===== config.mk =====
export PLATFORM = sky130hd
export DESIGN_NAME = nibble_io_bridge
export DESIGN_NICKNAME = d
export VERILOG_FILES = /design/src/rtl/nibble_io_bridge.sv
export SDC_FILE = /design/constraint.sdc
export NUM_CORES = 1
export LEC_CHECK = 0
export ABC_AREA = 1
export CORE_MARGIN = 2
export CORE_UTILIZATION = 45
export CTS_CLUSTER_DIAMETER = 100
export DETAILED_ROUTE_END_ITERATION = 8
export PLACE_DENSITY = 0.86
export SLEW_MARGIN = 20
export SYNTH_ARGS = -nofsm -noshare
export SYNTH_HDL_FRONTEND = slang
export SYNTH_SLANG_ARGS = --single-unit
export TNS_END_PERCENT = 20

===== constraint.sdc =====
create_clock -name CLK -period 1.1 [get_ports CLK]
set_input_delay 0.165 -clock CLK [delete_from_list [all_inputs] [get_ports CLK]]
set_output_delay 0.165 -clock CLK [all_outputs]
set_load 0.01 [all_outputs]

===== src/rtl/nibble_io_bridge.sv =====
`default_nettype none
// ============================================================================
// nibble_io_bridge : pad-side nibble stream <-> core-side word bridge (RX/TX)
// Rev 1.0
// ============================================================================
module nibble_io_bridge #(
   parameter int WORD_W = 16,
   parameter int NIB_W  = 4
) (
   input  logic              CLK,
   input  logic              RST,
   input  logic [NIB_W-1:0]  DIN,
   input  logic              DIN_VLD,
   output logic              DIN_RDY,
   output logic [WORD_W-1:0] WORD_OUT,
   output logic              WORD_VLD,
   input  logic              WORD_RDY,
   input  logic [WORD_W-1:0] WORD_IN,
   input  logic              WORD_IN_VLD,
   output logic              WORD_IN_RDY,
   output logic [NIB_W-1:0]  DOUT,
   output logic              DOUT_VLD,
   input  logic              DOUT_RDY
);
   localparam int N  = WORD_W / NIB_W;
   localparam int CW = $clog2(N);
   localparam logic [CW-1:0] LAST = CW'(N - 1);
   localparam int ASM_W = WORD_W - NIB_W;

   typedef enum logic [0:0] {S_IDLE = 1'b0, S_SEND = 1'b1} tx_state_t;

   logic [CW-1:0]     rx_cnt_q, rx_cnt_d;
   logic [ASM_W-1:0]  asm_q, asm_d;
   logic [WORD_W-1:0] word_out_q, word_out_d;
   logic              word_vld_q, word_vld_d;
   logic              rx_last, din_fire;

   tx_state_t         state_q, state_d;
   logic [WORD_W-1:0] shreg_q, shreg_d;
   logic [CW-1:0]     tx_cnt_q, tx_cnt_d;
   logic [NIB_W-1:0]  dout_q, dout_d;
   logic              dout_vld_q, dout_vld_d;

   assign rx_last     = (rx_cnt_q == LAST);
   assign DIN_RDY     = !RST && !(rx_last && word_vld_q && !WORD_RDY);
   assign din_fire    = DIN_VLD && DIN_RDY;
   assign WORD_IN_RDY = !RST && (state_q == S_IDLE);

   assign WORD_OUT = word_out_q;
   assign WORD_VLD = word_vld_q;
   assign DOUT     = dout_q;
   assign DOUT_VLD = dout_vld_q;

   // Only slots 0..N-2 are buffered; the final nibble goes straight into WORD_OUT.
   always_comb begin
      rx_cnt_d   = rx_cnt_q;
      asm_d      = asm_q;
      word_out_d = word_out_q;
      word_vld_d = word_vld_q;
      if (word_vld_q && WORD_RDY) begin
         word_vld_d = 1'b0;
      end
      if (din_fire) begin
         if (rx_last) begin
            word_out_d = {DIN, asm_q};
            word_vld_d = 1'b1;
            rx_cnt_d   = '0;
         end else begin
            for (int k = 0; k < N - 1; k++) begin
               if (rx_cnt_q == CW'(k)) begin
                  asm_d[k*NIB_W +: NIB_W] = DIN;
               end
            end
            rx_cnt_d = rx_cnt_q + 1'b1;
         end
      end
   end

   always_comb begin
      state_d  = state_q;
      shreg_d  = shreg_q;
      tx_cnt_d = tx_cnt_q;
      if (state_q == S_IDLE) begin
         if (WORD_IN_VLD && WORD_IN_RDY) begin
            shreg_d  = WORD_IN;
            tx_cnt_d = '0;
            state_d  = S_SEND;
         end
      end else if (DOUT_RDY) begin
         shreg_d  = shreg_q >> NIB_W;
         tx_cnt_d = tx_cnt_q + 1'b1;
         if (tx_cnt_q == LAST) begin
            state_d = S_IDLE;
         end
      end
      // Output nibble is pre-computed from next state so DOUT/DOUT_VLD stay registered.
      dout_vld_d = (state_d == S_SEND);
      dout_d     = dout_vld_d ? shreg_d[NIB_W-1:0] : '0;
   end

   always_ff @(posedge CLK) begin
      if (RST) begin
         rx_cnt_q   <= '0;
         asm_q      <= '0;
         word_out_q <= '0;
         word_vld_q <= 1'b0;
         state_q    <= S_IDLE;
         shreg_q    <= '0;
         tx_cnt_q   <= '0;
         dout_q     <= '0;
         dout_vld_q <= 1'b0;
      end else begin
         rx_cnt_q   <= rx_cnt_d;
         asm_q      <= asm_d;
         word_out_q <= word_out_d;
         word_vld_q <= word_vld_d;
         state_q    <= state_d;
         shreg_q    <= shreg_d;
         tx_cnt_q   <= tx_cnt_d;
         dout_q     <= dout_d;
         dout_vld_q <= dout_vld_d;
      end
   end

endmodule
`default_nettype wire

Word level (Yosys, flattened, before mapping)
Index checks and enable logic that the tools add are counted.

storage, ports and cells
  flip-flop bits (word level) = 54
  logic and storage cells = 53
  output and inout bits = 24
  memory bits (read-only) = 0
  latch bits = 0
  input port bits = 26
  RAM bits = 0
  memories kept = 0

operators by class
  magnitude comparators = 0
  multipliers = 0
  $add $sub $neg = 2
  muxes and demuxes = 14
  bitwise operators = 3
  div/mod/pow operators = 0
  reduce and logical (&&, ||, !) cells = 18
  shift-type cells = 0
  eq/ne operators = 5

operators by type and width
  operator               number
  $mux W16               3
  $reduce_and A3 Y1      3
  $mux W2                4
  $logic_and A1 B1 Y1    7
  $mux W1                7
  $eq A2 B2 Y1 const B   3
  $add A2 B1 Y2 const B  2
  $reduce_and A2 Y1      2
  $logic_not A1 Y1       3
  $not A1 Y1             3
  $eq A2 B1 Y1 const B   1
  $logic_not A2 Y1       1
  $ne A2 B2 Y1 const B   1
  $reduce_bool A2 Y1     1
  $reduce_or A2 Y1       1

Logic depth before layout (Yosys ltp)
  depth after elaboration = 7
  mapped depth = 7

Least setup slack after synthesis
Ideal clock, no wire load.

  path kind = flip-flop to flip-flop
  start point = register rx_cnt_q[0]
  end point = register word_out_q[0], in the netlist WORD_OUT[0]
  slack = -0.074 ns
  setup time = 0.113 ns
  arrival = 1.061 ns
  stages on the path, launching flop included = 6
  path through = dfxtp_1 > ha_1 > nand4_1 > buf_2 > nor2_1 > nor2_1

between the ends
  word-level cells in the longest chain between the ends = 7

RTL lines
  what                               RTL line  text
  from (decl)                        32        logic [CW-1:0] rx_cnt_q, rx_cnt_d;
  from (signal assigned)             113       rx_cnt_q <= rx_cnt_d;
  $eq A2 B2 Y1 *                     44        assign rx_last = (rx_cnt_q == LAST);
  $logic_and A1 B1 Y1 (2 in series)  45        assign DIN_RDY = !RST && !(rx_last && word_vld_q && !WORD_RDY);
  $logic_not A1 Y1                   45
  $logic_and A1 B1 Y1                45
  $logic_and A1 B1 Y1                46        assign din_fire = DIN_VLD && DIN_RDY;
  $reduce_and A2 Y1 (no line) *      -
  to (signal assigned)               115       word_out_q <= word_out_d;
  to (decl)                          34        logic [WORD_W-1:0] word_out_q, word_out_d;

Mark *: on every way between the ends. The rest lies on a longest branch, timed or not.
A chain may end at the register's enable or synchronous reset.

Worst setup path after layout
  start point = register rx_cnt_q[1]
  end point = register word_out_q[14], in the netlist WORD_OUT[14]

Same word-level chain as after synthesis.

==> reports/results.txt <==
GRT overflow: 0
ANT cells: 0
Fill count: 386
Reg-to-reg endpoint: WORD_OUT[14]
Post-synthesis cell type count: 18
H-Tree Depth: 2
Clk Latency, worst-skew pair: 310 ps
Die Wd: 76.4 um
Met3 WL: 258 um
Final Power: 4.30 mW
Status: complete, but fails checks
CP Capture Type: register
Top post-synthesis cells by area: dfxtp_1 46%, nand2_1 15%, nor2_1 9.1%
Area leader, netlist: dfxtp_1
First-pass DRT Iterations: 4
Crit-path cells: ha_4 -> buf_6 -> nand4_1 -> buf_6 -> clkbuf_16 -> nand2_1 -> nand2_1 -> nor2_1
Die Ht: 76.4 um
DRT antenna net count: 0
Wire length on met2: 2940 um
DP Wirelength: 3620 um
RSZ-0062 raised after global routing: yes
Wirelength per Cell: 12.2 um
Leak pwr: 1.69 nW
Uppermost layer routed: met4
Fin area: 0.00347 sq mm
I/O pins: 50
Placer Congestion: 0.762
First-pass GRT wire length: 9400 um
Vias: 2311
Max Clk Rate: 754 MHz
#FFs+latches synth: 54
Vias/cell: 4.72
CTS Buf Count: 5
Placed cell area: 0.00311 sq mm
Non-Filler Instances: 490
Maximum VDD drop: 0.905 mV
Core area: 0.00507 sq mm
Endpoint, Worst Hold: shreg_q[14]
Crit path largest cell delay: 370 ps
Crit path max fanout: 7
Largest net degree at the start of global routing: 30
Max Cap Viol: 0
CP startpoint kind: register
Num rows: 26
CTS tree: yes
Slew Limit Headroom: 83.8%
CP arrival: 1560 ps
Failing checks: negative setup slack
Syn nets: 377
Post-synth top area share: 45.8%
WP data required: 1330 ps
Critical path class: register to register
Final setup viols: 49
Antenna violations before repair: 0
Die ar.: 0.00584 sq mm
TNS Setup: -5590 ps
Syn_area_per_cell: 6.82 sq um
Post-Syn Area: 0.00236 sq mm
Iter 0 DRT Violations: 193
Layout area overhead: 47.1%
Commonest non-fill, non-tap cell in the layout: nand2_1
Cell count after placement: 477
Critical R2R Launch: rx_cnt_q[1]
Worst min-delay path class: input pin to register
Cell family with most CP delay: buffers and inverters
Most frequent cells in the layout: 85 x nand2_1, 51 x nor2_1, 50 x dfxtp_1
Fin Clk Skew: 9.17 ps
Tot GR Track Use: 19.5%
Synth Warn #: 0
Cells after Synth: 346
Hold Path Origin: WORD_IN[14]
Crit path time final: 1330 ps
Worst reg-to-reg path cell count: 8
Initial core utilization: 46.5%
Power density over the cells: 1240 mW/mm^2
CTS root buffer: clkbuf_8
Clk slew on worst S/H paths: 90 ps
Final net count: 450
Max Buffers Root-to-Sink: 2
Setup slack after layout: -227 ps
FF-to-FF setup slack: -230 ps
DRC: 0
WP buf/inv: 3
Port Buffers: 49
Final WL: 5990 um
Clk sinks: 54
Sequential-to-total area share from yosys stat: 45.8%
DRT met1 WL: 2660 um
Vias in the first global route: 2204
Fin. max-slew vios: 0
Worst-Margin Slew: 242 ps
Hold Path Stages: 3
Slowest CP cell: dfxtp_2
Post-route clock period utilization: 121%
Final hold viol count: 0
Ratio of cells with drive above 1 in the final layout: 20.0%
==> worst register-to-register path, cell delays in order (launching register included) <==
cell       delay, ps
dfxtp_2          370
ha_4             160
buf_6            100
nand4_1          110
buf_6            160
clkbuf_16        160
nand2_1           50
nand2_1           40
nor2_1           100
==> registers in the layout, indices dropped and copies added (netlist names) <==
signal,flops
asm_q,12
shreg_q,16
tx_cnt_q,2
DOUT,4
WORD_VLD,1
DOUT_VLD,1
rx_cnt_q,2
WORD_OUT,16
==> kinds of logic after synthesis <==
family                   synth area share [%]
adder cells (fa/ha/maj)                  2.65
buffers and inverters                    11.7
AO/OA/AOI/OAI                            5.51
AND/OR/NAND/NOR                          34.3
flip-flops                               45.8
==> final cells by class <==
type                            instances  area, sq um  share of cell area, %
Clock buffer                            5         68.8                   1.98
Tap cell                               70         87.6                   2.52
Clock inverter                          3         68.8                   1.98
Sequential cell                        54         1090                   31.4
Timing Repair Buffer                   81          808                   23.3
Inverter                               52          210                   6.06
Multi-Input combinational cell        225         1140                   32.8
==> what timing repair did <==
action / CTS / global route
resized for setup: 62 / 44
gates cloned: 0 / 2
pin swaps: 3 / 10
hold buffers: 0 / 0
setup endpoints to repair: 77 / 69
buffers inserted: 2 / 1
==> stage by stage <==
stage / worst slack [ps] / util (%) / hold slack (ps)
after floorplan: -50.6 / - / 300
after global placement: -566 / 61.3 / 450
after detailed placement: -557 / 61.3 / 466
after CTS: -185 / 65.2 / 419
after global routing: -313 / 68.4 / 426
final: -227 / 68.4 / 414
==> worst max-delay path by stage <==
stage	startpoint	endpoint	slack, ps	cells after the start
final	rx_cnt_q[1]	WORD_OUT[14]	-230	8
after floorplan	DOUT_VLD	shreg_q[4]	-50	7
after global placement	WORD_RDY	DIN_RDY	-570	6
after CTS	rx_cnt_q[1]	asm_q[1]	-190	7
after detailed placement	WORD_RDY	DIN_RDY	-560	6
after global routing	rx_cnt_q[1]	WORD_OUT[14]	-310	8
==> Yosys cell counts, drive strengths merged <==
library cell  count
dfxtp            54
nand4             5
nand2            94
ha                5
inv              50
nor2             58
o21ai             2
clkinv            2
clkbuf            1
buf              14
a21oi            24
nand3            33
nand3b            4
==> routing by layer <==
layer	vias to the layer above	global-route usage, %
li1	1200	-
met1	1041	23.7
met2	58	33.5
met3	12	4.03
met4	0	8.00
met5	-	0
==> where the power goes <==
| part | internal (mW) | leakage (nW) | switching [mW] |
|---|---|---|---|
| sequential | 2.04 | 0.440 | 0.0487 |
| clock | 0.912 | 0.0683 | 0.655 |
| combinational | 0.311 | 1.19 | 0.342 |
Note: power is estimated with default switching activity, not from simulation.
